--- src/rtl/seq_det_ctrl.sv ---
// Programmable serial pattern detector: software-loaded pattern/length/overlap,
// valid/ready bit stream, IDLE/RUN/DONE sequencing, match counter and sticky irq.
module seq_det_ctrl #(
    parameter int MAX_LEN = 8,
    parameter int CNT_W   = 8
) (
    input  logic                             clk,
    input  logic                             rst,
    input  logic                             cfg_we,
    input  logic [MAX_LEN-1:0]               cfg_pattern,
    input  logic [$clog2(MAX_LEN+1)-1:0]     cfg_len,
    input  logic                             cfg_overlap,
    input  logic [CNT_W-1:0]                 cfg_thresh,
    input  logic                             start,
    input  logic                             stop,
    input  logic                             bit_valid,
    input  logic                             bit_in,
    output logic                             bit_ready,
    output logic                             match,
    output logic [CNT_W-1:0]                 match_cnt,
    output logic                             irq,
    input  logic                             irq_clr,
    output logic                             busy
);

    localparam int LEN_W = $clog2(MAX_LEN + 1);

    typedef enum logic [1:0] {
        ST_IDLE = 2'd0,
        ST_RUN  = 2'd1,
        ST_DONE = 2'd2
    } state_t;

    // Lengths of zero or beyond the history depth fall back to the full depth.
    function automatic logic [LEN_W-1:0] clamp_len(input logic [LEN_W-1:0] l);
        logic [LEN_W-1:0] r;
        if (l == {LEN_W{1'b0}} || l > LEN_W'(MAX_LEN)) begin
            r = LEN_W'(MAX_LEN);
        end else begin
            r = l;
        end
        return r;
    endfunction

    function automatic logic [MAX_LEN-1:0] len_mask(input logic [LEN_W-1:0] l);
        logic [MAX_LEN-1:0] m;
        for (int i = 0; i < MAX_LEN; i++) begin
            m[i] = (i < int'(l));
        end
        return m;
    endfunction

    function automatic logic [CNT_W-1:0] sat_inc(input logic [CNT_W-1:0] v);
        logic [CNT_W-1:0] r;
        if (v == {CNT_W{1'b1}}) begin
            r = v;
        end else begin
            r = v + CNT_W'(1);
        end
        return r;
    endfunction

    state_t               state_r;
    logic [MAX_LEN-1:0]   pattern_r;
    logic [LEN_W-1:0]     len_r;
    logic                 overlap_r;
    logic [CNT_W-1:0]     thresh_r;
    logic [MAX_LEN-1:0]   history_r;
    logic [LEN_W-1:0]     hist_cnt_r;
    logic                 bit_ready_r;
    logic                 match_r;
    logic [CNT_W-1:0]     match_cnt_r;
    logic                 irq_r;
    logic                 busy_r;

    logic                 accept_s;
    logic [MAX_LEN-1:0]   hist_next_s;
    logic [LEN_W-1:0]     hcnt_next_s;
    logic [MAX_LEN-1:0]   mask_s;
    logic                 match_s;
    logic [CNT_W-1:0]     mcnt_inc_s;
    logic                 thresh_hit_s;
    logic                 irq_set_s;

    // Next-history, pattern compare and threshold evaluation for the bit offered this cycle.
    always_comb begin
        accept_s    = bit_valid & bit_ready_r;
        hist_next_s = (history_r << 1) | {{(MAX_LEN-1){1'b0}}, bit_in};
        if (hist_cnt_r == LEN_W'(MAX_LEN)) begin
            hcnt_next_s = hist_cnt_r;
        end else begin
            hcnt_next_s = hist_cnt_r + LEN_W'(1);
        end
        mask_s       = len_mask(len_r);
        match_s      = accept_s && (hcnt_next_s >= len_r) &&
                       ((hist_next_s & mask_s) == (pattern_r & mask_s));
        mcnt_inc_s   = sat_inc(match_cnt_r);
        thresh_hit_s = (thresh_r != {CNT_W{1'b0}}) && (mcnt_inc_s == thresh_r);
        irq_set_s    = (state_r == ST_RUN) && !stop && match_s && thresh_hit_s;
    end

    // Controller FSM with registered outputs, config capture and detection state.
    always_ff @(posedge clk or negedge rst) begin
        if (!rst) begin
            state_r     <= ST_IDLE;
            pattern_r   <= {MAX_LEN{1'b0}};
            len_r       <= LEN_W'(1);
            overlap_r   <= 1'b0;
            thresh_r    <= {CNT_W{1'b0}};
            history_r   <= {MAX_LEN{1'b0}};
            hist_cnt_r  <= {LEN_W{1'b0}};
            bit_ready_r <= 1'b0;
            match_r     <= 1'b0;
            match_cnt_r <= {CNT_W{1'b0}};
            irq_r       <= 1'b0;
            busy_r      <= 1'b0;
        end else begin
            match_r <= 1'b0;
            if (irq_set_s) begin
                irq_r <= 1'b1;
            end else if (irq_clr) begin
                irq_r <= 1'b0;
            end

            case (state_r)
                ST_IDLE: begin
                    if (cfg_we) begin
                        pattern_r <= cfg_pattern;
                        len_r     <= clamp_len(cfg_len);
                        overlap_r <= cfg_overlap;
                        thresh_r  <= cfg_thresh;
                    end
                    if (start && !stop) begin
                        state_r     <= ST_RUN;
                        bit_ready_r <= 1'b1;
                        busy_r      <= 1'b1;
                        match_cnt_r <= {CNT_W{1'b0}};
                        history_r   <= {MAX_LEN{1'b0}};
                        hist_cnt_r  <= {LEN_W{1'b0}};
                    end
                end
                ST_RUN: begin
                    if (stop) begin
                        state_r     <= ST_IDLE;
                        bit_ready_r <= 1'b0;
                        busy_r      <= 1'b0;
                    end else if (accept_s) begin
                        history_r <= hist_next_s;
                        if (match_s) begin
                            match_r     <= 1'b1;
                            match_cnt_r <= mcnt_inc_s;
                            hist_cnt_r  <= overlap_r ? hcnt_next_s : {LEN_W{1'b0}};
                            if (thresh_hit_s) begin
                                state_r     <= ST_DONE;
                                bit_ready_r <= 1'b0;
                                busy_r      <= 1'b0;
                            end
                        end else begin
                            hist_cnt_r <= hcnt_next_s;
                        end
                    end
                end
                ST_DONE: begin
                    if (stop) begin
                        state_r <= ST_IDLE;
                    end else if (start) begin
                        state_r     <= ST_RUN;
                        bit_ready_r <= 1'b1;
                        busy_r      <= 1'b1;
                        match_cnt_r <= {CNT_W{1'b0}};
                        history_r   <= {MAX_LEN{1'b0}};
                        hist_cnt_r  <= {LEN_W{1'b0}};
                    end
                end
                default: begin
                    state_r     <= ST_IDLE;
                    bit_ready_r <= 1'b0;
                    busy_r      <= 1'b0;
                end
            endcase
        end
    end

    assign bit_ready = bit_ready_r;
    assign match     = match_r;
    assign match_cnt = match_cnt_r;
    assign irq       = irq_r;
    assign busy      = busy_r;

endmodule

--- config.mk ---
export PLATFORM = sky130hd
export DESIGN_NAME = seq_det_ctrl
export DESIGN_NICKNAME = d
export VERILOG_FILES = /design/src/rtl/seq_det_ctrl.sv
export SDC_FILE = /design/constraint.sdc
export NUM_CORES = 1
export LEC_CHECK = 0
export CORE_MARGIN = 2
export CORE_UTILIZATION = 58
export CTS_CLUSTER_DIAMETER = 50
export CTS_CLUSTER_SIZE = 10
export DETAILED_ROUTE_END_ITERATION = 6
export GPL_TIMING_DRIVEN = 1
export PLACE_DENSITY = 0.85
export SLEW_MARGIN = 15
export SYNTH_ARGS = -nofsm -noshare
export SYNTH_HDL_FRONTEND = slang
export SYNTH_SLANG_ARGS = --single-unit
--- constraint.sdc ---
create_clock -name clk -period 8.3 [get_ports clk]
set_clock_uncertainty 0.15 [all_clocks]
set_input_delay 1.245 -clock clk [delete_from_list [all_inputs] [get_ports clk]]
set_output_delay 1.245 -clock clk [all_outputs]
set_load 0.01 [all_outputs]
==> results.yml, run 1 <==
status:
  status: "finished, final reports clean"
logic_synthesis:
  synth_edf_count: 0
  synth_top_flop_cell: "dfrtp_1"
  synth.area.top_cells: "dfrtp_1 42%, mux2_2 6.8%, nand2_1 5.6%"
  postSynthAreaPerCell_um2: 9.431
  ys_warn_count: 0
  async_flop_share: 1.000
  synth_seq_area_share: 0.4284
  syn_area_mm2: 0.002631
  synth_cell_type_count: 51
  syn-num-nets: 315
  synth_cells: 279
  synth_top_area_share: 0.4184
  postSynthRegisterBits: 45
  synth_area_leader_cell: "dfrtp_1"
sta:
  worst_slew_pin_slew_ns: 0.9884
  post-route-period-util: 0.3934
  finalHoldViolCount: 0
  setup_viol: 0
  fin_tns_setup_ns: 0
  finalMaxSlewViolations: 0
  rsz0062_at_grt: "false"
  max_freq_mhz: 306.2
  slew_headroom: 0.3410
  finalCriticalPeriod_ns: 3.266
layout:
  seqCellArea_mm2: 0.001127
  multiInputGateArea_mm2: 0.001404
  drive_gt1_frac: 0.1297
  diodes: 0
  n_fill_cell: 331
  layout_commonest_cell: "dfrtp_1"
  final_cells: 368
  mostFrequentLayoutCells: "44 x dfrtp_1, 39 x nand2_1, 39 x clkdlybuf4s50_1, 17 x o21ai_0"
  area_growth_pct: 18.97
  fin_area_mm2: 0.003131
  fin_nets: 351
clocking:
  clk_latency_ns: 0.30
  cts_tree: "yes"
  cts-root-buf: "clkbuf_8"
  clk_pin_slew_worst_paths_ns: 0.09
  post_cts_buffers: 0
  hold_buffers: 0
  cts_resized: 0
  cts.path.max_buffers: 2
  clkSinkCount: 45
  cts_made_buffers: 5
  h-tree-depth: 2
worst_setup_path:
  critical_path_class: "reg2reg"
  end_kind: "register"
  crit_family: "compound AO/OA/AOI/OAI gates"
  path_cells: "inv_1, ha_1, nand2_1, nor2_1, xnor2_1, ha_1, nand2b_1, a21o_1, a21o_1, a21oi_1, or2_1, o21ai_0, o31ai_1"
  crit_arrival_ns: 3.33
  slowest_delay_ns: 0.45
  path_buf_inv: 1
  crit_required_ns: 8.36
  cp_slowest_cell: "or2_1"
  start_kind: "register"
  cp_max_fo: 14
pwr:
  power_leakage_nw: 1.291
  power_uw: 495.9
  vdd_drop_max_v: 0.0001421
  power.density_mw_per_mm2: 158.4
placement:
  dp_hpwl_um: 4132
  post_dp_cell_area_mm2: 0.003048
  portBuffers: 40
  place_inst: 360
  routabilityCongestion: 0.9667
die:
  num_rows: 24
  core_mm2: 0.004354
  die_h_um: 71.36
  fp.dieW_um: 71.36
  start_util: 0.6043
  die_area_mm2: 0.005092
  io_pins: 41
job:
  drv_cap: 0
detailed_routing:
  wirelength_um: 5917
  vias: 2249
  post_drt_wl_per_cell_um: 16.08
  drc: 0
  ant_nets: 0
  vias_per_cell: 6.111
  drt-pass1-iter-count: 4
  drtIter0Drc: 222
grt:
  antenna_found_initial: 0
  grt_pass1_vias: 2286
  groute.usage.overall: 0.2545
  grt_max_degree: 46
  grt-ovfl-total: 0
  grt_pass1_wl_um: 10240
worst_hold_path:
  hp-class: "reg2reg"
## registers in the layout, indices dropped and copies added (netlist names)
register / cells
state_r: 2
busy: 1
overlap_r: 1
thresh_r: 8
match_cnt: 8
hist_cnt_r: 4
history_r: 7
match: 1
len_r: 4
pattern_r: 8
irq: 1
## cells by family (layout without fill, tap and decap cells)
kind of cell    Yosys count  count (layout)  share of synthesized area
compound gates           63              63                     0.1522
xor+xnor                 15              15                    0.04993
fa+ha+maj                 7               7                    0.03328
buf+inv                  24              61                    0.03994
flops                    45              45                     0.4284
mux                      18              18                    0.07798
simple gates            107             107                     0.2183
## path summary, 6_finish.rpt
path                                            from                         to  slack, ns  depth (start not counted)
setup / recovery           hist_cnt_r[0]$_DFFE_PN0P_  hist_cnt_r[0]$_DFFE_PN0P_       5.03                         13
min in group asynchronous                        rst     state_r[1]$_DFFE_PN0P_       0.95                          1
max in group asynchronous                        rst   history_r[0]$_DFFE_PN0P_       6.44                          1
setup reg to reg           hist_cnt_r[0]$_DFFE_PN0P_  hist_cnt_r[0]$_DFFE_PN0P_       5.03                         13
hold / removal              history_r[6]$_DFFE_PN0P_   history_r[6]$_DFFE_PN0P_       0.35                          2
hold reg to reg             history_r[6]$_DFFE_PN0P_   history_r[6]$_DFFE_PN0P_       0.35                          2
## stage by stage
stage,worst slack (ns),hold WS [ns],util
2_1_floorplan,5.393,0.3086,-
3_3_place_gp,4.947,0.3242,0.7000
3_5_place_dp,4.883,0.3391,0.7000
4_1_cts,5.056,0.3575,0.7190
5_1_grt,4.795,0.3914,0.7190
6_report,5.034,0.3508,0.7190
## worst reg2reg max path, stage by stage (launching register included)
cell and delay (ns):
dfrtp_1 0.42, inv_1 0.11, ha_1 0.16, nand2_1 0.08, nor2_1 0.13, xnor2_1 0.17, ha_1 0.26, nand2b_1 0.14
a21o_1 0.17, a21o_1 0.17, a21oi_1 0.25, or2_1 0.45, o21ai_0 0.25, o31ai_1 0.28
## cells in the mapped netlist (all sizes together) (2+ instances only)
| library cell | number |
|---|---|
| a211oi | 2 |
| a21o | 4 |
| a21oi | 13 |
| a31oi | 7 |
| and3 | 2 |
| buf | 8 |
| clkbuf | 5 |
| dfrtp | 44 |
| ha | 7 |
| inv | 11 |
| mux2 | 17 |
| nand2 | 40 |
| nand2b | 3 |
| nand3 | 16 |
| nand3b | 4 |
| nand4 | 4 |
| nor2 | 15 |
| nor3 | 9 |
| nor3b | 3 |
| nor4 | 3 |
| o211ai | 2 |
| o21ai | 18 |
| o22ai | 5 |
| o311ai | 2 |
| o31ai | 3 |
| or4 | 3 |
| xnor2 | 11 |
| xor2 | 4 |
## power breakdown
group	internal, mW	switching [mW]
clock	0.0584	0.0736
sequential	0.238	0.0220
combinational	0.0555	0.0480
## area by class of cell
class,instances,area share
clock buffers,6,0.02318
flip-flops and latches,45,0.3601
well taps,52,0.02078
multi-input cells,210,0.4484
inverters,11,0.01319
clock inverters,2,0.003197
repair buffers,42,0.1311
## per-layer routing
metal,share of wire,global-route usage,vias up
li1,-,-,1071
met1,0.42,0.3191,1095
met2,0.51,0.4383,74
met3,0.057,0.04501,9
met4,0.016,0.09853,0
met5,0,0,-
(Power assumes the default switching activity.)
==> inputs of run 2 (changes only) <==
CORE_UTILIZATION = 49   (was 58)
PLACE_DENSITY = 0.77   (was 0.85)
clock period = 2.9 ns   (was 8.3 ns; I/O delays follow)
==> results.yml, run 2 (same netlist as run 1, synthesis figures left out) <==
pwr:
  p_seq_frac: 0.502
  clkPwrFrac: 0.268
  power_mw: 1.483
  p_int_mw: 1.059
  pwr-share-comb: 0.230
  power.density_mw_per_mm2: 450.7
  switching_power_uw: 423.3
  switching_share: 0.2855
  vdd_drop_max_v: 0.0002908
  power_leakage_nw: 1.361
sta:
  finalCriticalPeriod_ns: 2.828
  post-route-period-util: 0.9752
  finalHoldViolCount: 0
  fin_hold_ws_ns: 0.1555
  finalMaxSlewViolations: 0
  max_freq_mhz: 353.6
  worst_slew_pin_slew_ns: 1.006
  setup_viol: 0
  fin_tns_setup_ns: 0
  slew_headroom: 0.3296
  worst_slack_ns: 0.07186
clocking:
  clkSinkCount: 45
  cts.path.max_buffers: 2
  clk_pin_slew_worst_paths_ns: 0.08
  h-tree-depth: 2
  cts-root-buf: "clkbuf_8"
  cts_made_buffers: 5
  clk_latency_ns: 0.30
  hold_buffers: 0
  cts_tree: "yes"
layout:
  area_growth_pct: 25.01
  layout_commonest_cell: "dfrtp_1"
  drive_gt1_frac: 0.1883
  mostFrequentLayoutCells: "44 x dfrtp_1, 39 x clkdlybuf4s50_1, 38 x nand2_1, 16 x o21ai_0, 16 x mux2_2"
  diodes: 0
  fin_nets: 360
detailed_routing:
  ant_nets: 0
  drt-pass1-iter-count: 4
  drtIter0Drc: 171
  wirelength_um: 5960
  vias_per_cell: 5.777
  post_drt_wl_per_cell_um: 15.13
  vias: 2276
  drc: 0
die:
  fp.dieW_um: 77.28
  die_area_mm2: 0.005972
  start_util: 0.5119
  num_rows: 26
  io_pins: 41
  core_mm2: 0.005140
  die_h_um: 77.28
grt:
  antenna_found_initial: 0
  grt-ovfl-total: 0
  grt_max_degree: 46
  grt_pass1_vias: 2246
  groute.usage.overall: 0.2096
  grt_pass1_wl_um: 10130
worst_hold_path:
  hp-class: "in2async"
worst_setup_path:
  start_kind: "register"
  end_kind: "register"
  crit_arrival_ns: 2.91
  crit_required_ns: 2.99
  crit_start: "hist_cnt_r[0]$_DFFE_PN0P_"
  cp_max_fo: 7
  critical_path_class: "reg2reg"
  r2r_start: "hist_cnt_r[0]$_DFFE_PN0P_"
job:
  drv_cap: 0
placement:
  dp_hpwl_um: 4132
  routabilityCongestion: 0.8532
  portBuffers: 40
  pre_cts_ws_ns: -0.01810
status:
  status: "finished, final reports clean"
==> run 2: power by group through the flow <==
stage	Sequential, mW	Combinational (mW)	Clock [mW]
floorplan	0.736	0.206	0
global placement	0.753	0.291	0
detailed placement	0.756	0.299	0
CTS	0.742	0.307	0.409
global route	0.752	0.382	0.429
finish	0.744	0.341	0.397
==> run 2: layer usage <==
layer / up-vias / global-route usage / wire [µm]
li1: 1100 / - / -
met1: 1098 / 0.2709 / 2748
met2: 66 / 0.3487 / 2826
met3: 12 / 0.04235 / 260
met4: 0 / 0.07500 / 125
met5: - / 0 / 0
==> run 2: path summary, 6_finish.rpt <==
kind	to	slack, ns	depth (start not counted)
hold reg to reg	history_r[6]$_DFFE_PN0P_	0.35	2
setup reg to reg	match_cnt[5]$_DFFE_PN0P_	0.07	14
setup / recovery	match_cnt[5]$_DFFE_PN0P_	0.07	14
max in group asynchronous	thresh_r[0]$_DFFE_PN0P_	1.82	1
hold / removal	pattern_r[1]$_DFFE_PN0P_	0.16	1
min in group clk	history_r[6]$_DFFE_PN0P_	0.35	2
==> run 2: layout make-up <==
cell class,instances,area (µm²)
Clock inverter,1,7.507
Tap cell,70,87.58
Clock buffer,6,82.58
Inverter,11,41.29
Fill cell,449,1851
Sequential cell,45,1127
Timing Repair Buffer,51,485.5
Multi-Input combinational cell,210,1458
==> run 2: critical path: stages (launching register included) <==
cell and delay [ns]:
dfrtp_1 0.41, inv_2 0.11, ha_4 0.14, nand2_2 0.07, nor2_4 0.14, xnor2_2 0.09, ha_1 0.28, nand2b_4 0.11
a21o_1 0.10, a21o_1 0.12, a21oi_2 0.07, or2_4 0.26, buf_6 0.14, or4_4 0.51, nand3_2 0.07
==> run 2: per-stage QoR <==
stage / util / area, µm² / cells
5_1_grt: 0.6400 / 3289 / 394
4_1_cts: 0.6241 / 3208 / 391
2_1_floorplan: - / 2631 / 279
3_5_place_dp: 0.6047 / 3108 / 383
3_3_place_gp: 0.6047 / 3108 / 383
6_report: 0.6400 / 3289 / 394
==> run 2: what timing repair did <==
action                     CTS  global route
resized for setup            2            15
pin swaps                    1             7
setup endpoints to repair    2            13
cloned                       0             0
buffers inserted             1             3
